`src/rtl/systolic_out_deskew.sv`:
```
// systolic_out_deskew: re-aligns the skewed column outputs of the systolic
// array into whole rows and buffers them in a small FIFO with a valid/ready
// output handshake. Column j is delayed by N-1-j cycles so that all columns
// of one result row meet in the same cycle.
// Optional feature macro: DESKEW_ALIGN_CHECK_EN -- when defined, a row is only
// accepted if every delayed column valid is set; partial rows are discarded
// and flagged on align_err. When undefined, column 0's valid qualifies the row.
module systolic_out_deskew #(
  parameter int N     = 8,
  parameter int WIDTH = 16,
  parameter int DEPTH = 4
) (
  input  logic                     clk,
  input  logic                     rst,
  input  logic [N*WIDTH-1:0]       in_data,
  input  logic [N-1:0]             in_valid,
  output logic [N*WIDTH-1:0]       out_data,
  output logic                     out_valid,
  input  logic                     out_ready,
  output logic [$clog2(DEPTH):0]   level,
  output logic                     overflow,
  output logic                     align_err
);

  localparam int PW = $clog2(DEPTH);
  localparam int LW = PW + 1;

  logic [N-1:0][WIDTH-1:0] col_data;
  logic [N-1:0]            col_vld;

  for (genvar j = 0; j < N; j++) begin : g_col
    if (j == N - 1) begin : g_nodly
      assign col_data[j] = in_data[j*WIDTH +: WIDTH];
      assign col_vld[j]  = in_valid[j];
    end else begin : g_dly
      localparam int L = N - 1 - j;
      logic [L-1:0][WIDTH-1:0] data_q, data_d;
      logic [L-1:0]            vld_q, vld_d;

      // Shift the column result and its valid one stage per cycle.
      always_comb begin
        data_d    = data_q;
        vld_d     = vld_q;
        data_d[0] = in_data[j*WIDTH +: WIDTH];
        vld_d[0]  = in_valid[j];
        for (int k = 1; k < L; k++) begin
          data_d[k] = data_q[k-1];
          vld_d[k]  = vld_q[k-1];
        end
      end

      // Delay-line registers, cleared so no partial row survives a reset.
      always_ff @(posedge clk) begin
        if (rst) begin
          data_q <= '0;
          vld_q  <= '0;
        end else begin
          data_q <= data_d;
          vld_q  <= vld_d;
        end
      end

      assign col_data[j] = data_q[L-1];
      assign col_vld[j]  = vld_q[L-1];
    end
  end

  logic [N*WIDTH-1:0] row_data;
  logic               row_valid;
  logic               align_set;

  assign row_data = col_data;

`ifdef DESKEW_ALIGN_CHECK_EN
  assign row_valid = &col_vld;
  assign align_set = (|col_vld) & ~row_valid;
`else
  logic unused_vld;
  assign unused_vld = ^col_vld[N-1:1];
  assign row_valid  = col_vld[0];
  assign align_set  = 1'b0;
`endif

  logic [DEPTH-1:0][N*WIDTH-1:0] mem_q, mem_d;
  logic [PW-1:0]                 wr_ptr_q, wr_ptr_d;
  logic [PW-1:0]                 rd_ptr_q, rd_ptr_d;
  logic [LW-1:0]                 level_q, level_d;
  logic                          overflow_q, overflow_d;
  logic                          align_err_q, align_err_d;
  logic                          pop, full, wr_en, drop;

  // FIFO bookkeeping: a full FIFO still accepts a row if the head leaves in the same cycle.
  always_comb begin
    pop         = (level_q != '0) && out_ready;
    full        = (level_q == LW'(DEPTH));
    wr_en       = row_valid && (!full || pop);
    drop        = row_valid && full && !pop;
    mem_d       = mem_q;
    wr_ptr_d    = wr_ptr_q;
    rd_ptr_d    = rd_ptr_q;
    level_d     = level_q;
    overflow_d  = overflow_q | drop;
    align_err_d = align_err_q | align_set;
    if (wr_en) begin
      mem_d[wr_ptr_q] = row_data;
      wr_ptr_d        = wr_ptr_q + PW'(1);
    end
    if (pop) begin
      rd_ptr_d = rd_ptr_q + PW'(1);
    end
    case ({wr_en, pop})
      2'b10:   level_d = level_q + LW'(1);
      2'b01:   level_d = level_q - LW'(1);
      default: level_d = level_q;
    endcase
  end

  // FIFO storage, pointers, occupancy and sticky flags.
  always_ff @(posedge clk) begin
    if (rst) begin
      mem_q       <= '0;
      wr_ptr_q    <= '0;
      rd_ptr_q    <= '0;
      level_q     <= '0;
      overflow_q  <= 1'b0;
      align_err_q <= 1'b0;
    end else begin
      mem_q       <= mem_d;
      wr_ptr_q    <= wr_ptr_d;
      rd_ptr_q    <= rd_ptr_d;
      level_q     <= level_d;
      overflow_q  <= overflow_d;
      align_err_q <= align_err_d;
    end
  end

  assign out_valid = (level_q != '0);
  assign out_data  = out_valid ? mem_q[rd_ptr_q] : '0;
  assign level     = level_q;
  assign overflow  = overflow_q;
  assign align_err = align_err_q;

endmodule

```
`config.mk`:
```
export PLATFORM = sky130hd
export DESIGN_NAME = systolic_out_deskew
export DESIGN_NICKNAME = d
export VERILOG_FILES = /design/src/rtl/systolic_out_deskew.sv
export SDC_FILE = /design/constraint.sdc
export NUM_CORES = 2
export LEC_CHECK = 0
export ABC_AREA = 1
export CORE_UTILIZATION = 35
export DETAILED_ROUTE_END_ITERATION = 8
export GPL_TIMING_DRIVEN = 0
export HOLD_SLACK_MARGIN = 0.06
export REMOVE_ABC_BUFFERS = 1
export SYNTH_ARGS = -nofsm -noshare
export SYNTH_HDL_FRONTEND = slang
export SYNTH_SLANG_ARGS = --single-unit
export TNS_END_PERCENT = 20
```
`constraint.sdc`:
```
create_clock -name clk -period 5.39 [get_ports clk]
set_input_delay 1.078 -clock clk [delete_from_list [all_inputs] [get_ports clk]]
set_output_delay 1.078 -clock clk [all_outputs]
set_load 0.01 [all_outputs]
```
======== Word level (Yosys, flattened, before mapping) ========
Index checks and enable logic that the tools add are counted.
word-level totals
  register bits after elaboration ......... 975
  latch bits .............................. 0
  RAM bits ................................ 0
  memory bits (read-only) ................. 0
  input port bits ......................... 139
  word-level logic and storage cells ...... 65
  memories kept ........................... 0
cells by class
  add/subtract/negate cells ............... 4
  multiply operators ...................... 0
  divide/modulo/power cells ............... 0
  $lt $le $gt $ge ......................... 3
  equal/unequal tests ..................... 3
  shift-type cells ........................ 0
  mux-type cells .......................... 7
  bitwise logic cells ..................... 1
  reduce and logical (&&, ||, !) cells .... 10
operators by type and width
  operator             number
  $bwmux 512           1
  $mux 128             3
  $bmux 128 s2         1
  $demux 128 s2        1
  $lt 2x3->1 const B   2
  $pmux 3 s2           1
  $logic_and 1x1->1    5
  $add 2x1->2 const B  2
  $add 3x1->3 const B  1
  $eq 3x3->1 const B   1
  $reduce_bool 3->1    1
  $sub 3x1->3 const B  1
  $eq 2x1->1 const B   1
  $eq 2x2->1 const B   1
  $ge 2x1->1 const B   1
  $logic_not 1->1      2
  $reduce_bool 2->1    1
  $logic_or 1x1->1     1
  $or 1x1->1           1

======== Logic depth before layout (Yosys ltp) ========
  depth in word-level cells ............... 6
  mapped depth ............................ 13
  gate-level depth less buffers ........... 12

======== Least setup slack after synthesis ========
OpenSTA, ideal clock, no wires.
  path type ............................... input-to-reg
  start point ............................. input out_ready
  end point ............................... register level_q[2], in the netlist level[2]
  library setup time ...................... 0.110 ns
  arrival time ............................ 2.615 ns
  required time ........................... 5.280 ns
  setup slack ............................. 2.665 ns
  cell stages on the path ................. 12
  path buffers ............................ 1
  cell sequence ........................... nor2_1 > nand2_2 > buf_2 > nand2_1 > ha_1 > inv_1 > fa_1 > or2_2 > nand3_1 > nand2_1 > inv_1 > nor2_1
between the ends
  word-level cells in the longest chain between the ends .. 5
  elaborated cells on any way between the ends .. 7
ends and longest elaborated chain
  what                                                    RTL line  text
  start, declared                                         19        input logic out_ready,
  $logic_and 1x1->1 (*)                                   94        pop = (level_q != '0) && out_ready;
  $logic_or 1x1->1                                        96        wr_en = row_valid && (!full || pop);
  $logic_and 1x1->1                                       96
  $eq 2x1->1 / $eq 2x2->1 (equally long branches)         111       case ({wr_en, pop})
  $pmux 3 s2 / $reduce_bool 2->1 (equally long branches)  --
  end signal, assigned                                    131       level_q <= level_d;
  end, declared                                           87        logic [LW-1:0] level_q, level_d;
Every way passes the cells marked *; elsewhere a longest branch is shown, timed or not.
A chain may end at the register's enable or synchronous reset.

======== Final worst setup path ========
  start point ............................. register rd_ptr_q[0]
  end point ............................... output out_data[94]
between the ends
  word-level cells in the longest chain between the ends .. 3
ends and longest elaborated chain
  what                            RTL line  text
  start, declared                 86        logic [PW-1:0] rd_ptr_q, rd_ptr_d;
  start signal, assigned          130       rd_ptr_q <= rd_ptr_d;
  $bmux 128 s2                    138       assign out_data = out_valid ? mem_q[rd_ptr_q] : '0;
  $mux 128 (not written as such)  138
  $mux 128                        138
  end, declared                   17        output logic [N*WIDTH-1:0] out_data,
Every way passes these cells. The select of a mux whose other input is x is not followed.

==> results.md <==
- Status: completed
- Max Root-Sink Buffers: 3
- TritonCTS Buffers: 106
- Crit end category: output port
- Leak: between 0.02 and 0.025 uW
- Iteration-0 DRC Markers: 2403
- Final TNS setup: 0 ns
- Mapped Cells: between 6000 and 7000
- Clk sink count: between 900 and 1000
- PortBufs: about 260
- Pint: 12000 uW
- Routed len/inst: 14.1 um
- TritonCTS clock tree: done
- ANT cells: 0
- Comb power frac: 0.104
- Congestion Overflow GR: 0
- Worst slew margin: 0.362
- Max Freq: slightly below 0.2 GHz
- Commonest non-fill, non-tap cell in the layout: inv_1
- Critical Path Source Type: flip-flop
- Detail Route Antenna Nets: 0
- Yosys top cell by area: dfxtp_1
- Psw: approximately 4100 uW
- Antenna violations before repair: 0
- Footprint of the multi-input gates: 14300 um^2
- Total placed instance area: approximately 46000 um^2
- VDD IR-drop max: approximately 260 uV
- Crit Reg-Reg Endpoint: mem_q[149]
- Full die area: 122000 um^2
- GRT Overall Usage: 0.179
- Flop pwr share: 0.458
- Post-DP HPWL: 58100 um
- Die Y: approximately 350 um
- Worst R2R Start: level[2]
- Critical Path Sink: out_data[94]
- Final setup skew: 0.0194 ns
- Flops & latches, synth: slightly below 1000
- Total power: 16100 uW
- Initial core utilization: 0.355
- Hold Crit Class: reg -> reg
- Sequential cell area fraction in the yosys report: 0.464
- Clock power frac: 0.439
- Total number of vias: 35500
- Distinct cells, synth: 20
- Critical Path RT: 4.31 ns
- Layout area overhead: 16.9%
- Vias in the first global route: 32600
- Nets: 6345
- Row Count: between 100 and 150
- IO Pins: 273
- Final setup vio count: 0
- Post-Syn Area: 42100 um^2
- RSZ-0062 raised after global routing: no
- Hold Vio Cnt, Final: 0
- Top-area cell type share of the netlist area: 0.464
- Power Dens Cells: between 300 and 400 nW/um^2
- Design area: between 40000 and 50000 um^2
- Storage cell area: 19500 um^2
- Crit path max fanout: 130
- Vias per cell: between 4 and 5
- Number of cells on the worst reg-to-reg path: 11
- Slew @ Worst Pin: 0.957 ns
- Fill count: 12200
- Slew Viols, Final: 0
- Arrival @ worst endpoint: 4.03 ns
- First-pass GRT wire length: 176000 um
- Largest net degree at the start of global routing: 154
- DRC Markers: 0
- Clock Tree Root: clkbuf_16
- Overall die width: 349 um
- Tcrit/Tclk final: 0.947
- Clock Pin Slew Worst Setup and Hold Paths: 0.06 ns
- Cts repair resizes: 0
- Syn Area/Cell: 6.76 um^2
- Critical Path Source: rd_ptr_q[0]
- DRT Wirelength: 111000 um
- Most frequent cells in the layout: 1617 x inv_1, 1036 x nand2_1, 972 x nor2_1, 972 x dfxtp_1, 513 x nand4_1
- Core ar.: 119000 um^2
- Latest clock arrival within the worst-skew pair: between 0.6 and 0.7 ns
- Fin crit period: 5.10 ns
- Switching Share: 0.256
- Layout cells sized above 1: 0.0355
- Synth warn: 0
- DRT Pass-1 Iters: 6
- Max_cap viols: 0
- CTS H-tree lvls: 3
- Reg2Reg Setup Slack: 1.61 ns
- GP Congestion: 0.716
- Worst setup path category: reg -> out
- Top cells by area, synth: dfxtp_1 46%, inv_1 14%, nand2_1 9.2%, nor2_1 8.7%, nand4_1 7.6%
per-stage QoR:
stage,instances,util,setup slack [ns],hold WS (ns)
2_1_floorplan,5784,-,-9.91,0.388
3_3_place_gp,7648,0.374,-61.21,0.388
3_5_place_dp,7691,0.386,0.323,0.385
4_1_cts,7882,0.414,0.0604,0.387
5_1_grt,7883,0.414,0.0979,0.407
6_report,7883,0.414,0.286,0.384
registers in the layout, indices dropped and copies added, names as in the netlist:
signal and flops:
g_col.g_dly.data_d 336, wr_ptr_q 2, overflow 1, level 3, rd_ptr_q 2, g_col.g_dly.data_q 16
g_col.g_dly.vld_q 7, col_data 96, mem_q 512
kinds of logic (layout without fill, tap and decap cells):
| family | after synthesis | count (layout) | synth area share |
|---|---|---|---|
| adders and majority gates | 6 | 6 | 0.00196 |
| buffers and inverters | 2056 | 2120 | 0.200 |
| other | 1 | 1 | 0.0000892 |
| DFF | 975 | 975 | 0.464 |
| and+or+nand+nor | 2532 | 2532 | 0.257 |
| AOI/OAI and AO/OA | 649 | 649 | 0.0772 |
metal layers:
| layer | share of wire | routed length [um] | GRT usage |
|---|---|---|---|
| met1 | 0.45 | 49800 | 0.231 |
| met2 | 0.47 | 52600 | 0.309 |
| met3 | 0.061 | 6750 | 0.0273 |
| met4 | 0.018 | 2010 | 0.0461 |
| met5 | 0 | 0 | 0 |
what timing repair did:
action                     4_1_cts  5_1_grt
buffers inserted                 0        1
hold buffers                     0        0
setup endpoints to repair        0        1
worst max-delay path, cell delays in order (launching register included):
cell,delay [ns]
dfxtp_4,0.70
buf_16,0.37
inv_8,0.26
buf_16,0.35
a21oi_1,0.25
o21ai_1,0.09
a21oi_1,0.43
clkdlybuf4s50_1,0.63
cell type report:
cell class                      count  share of cell area
Tap cell                         1600              0.0407
Sequential cell                   975               0.397
Clock buffer                      165              0.0651
Multi-Input combinational cell   3188               0.290
Clock inverter                     26             0.00435
Inverter                         1621               0.124
Timing Repair Buffer              308              0.0779
how the worst min path moves through the flow:
| stage | start | to | slack [ns] | cells past startpoint |
|---|---|---|---|---|
| after floorplan | g_col[0].g_dly.data_d[96] | col_data[0] | 0.39 | 2 |
| after global placement | g_col[2].g_dly.data_d[43] | g_col[2].g_dly.data_d[59] | 0.39 | 2 |
| after detailed placement | g_col[0].g_dly.vld_q[5] | g_col[0].g_dly.vld_q[6] | 0.39 | 2 |
| after CTS | g_col[2].g_dly.data_d[62] | g_col[2].g_dly.data_d[78] | 0.39 | 2 |
| after global routing | g_col[0].g_dly.data_d[69] | g_col[0].g_dly.data_d[85] | 0.41 | 2 |
| final | g_col[2].g_dly.data_d[62] | g_col[2].g_dly.data_d[78] | 0.38 | 2 |
power by group through the flow:
| stage | Sequential [uW] | Combinational [uW] | Clock [uW] |
|---|---|---|---|
| 6_report | 7380 | 1670 | 7080 |
| 5_1_grt | 7390 | 1830 | 7580 |
| 4_1_cts | 7390 | 1660 | 7320 |
| 3_5_place_dp | 7550 | 1660 | 0 |
| 3_3_place_gp | 7670 | 1580 | 0 |
| 2_1_floorplan | 7580 | 951 | 0 |
synthesized netlist by cell type, drive strengths merged:
master  instances
fa              1
nand4         513
nor2          972
nand3           9
clkbuf        154
inv          1621
dfxtp         975
ha              5
conb            1
nand2        1037
o21ai         259
a21oi         390
or2             1
buf           281
Note: power is estimated with default switching activity, not from simulation.
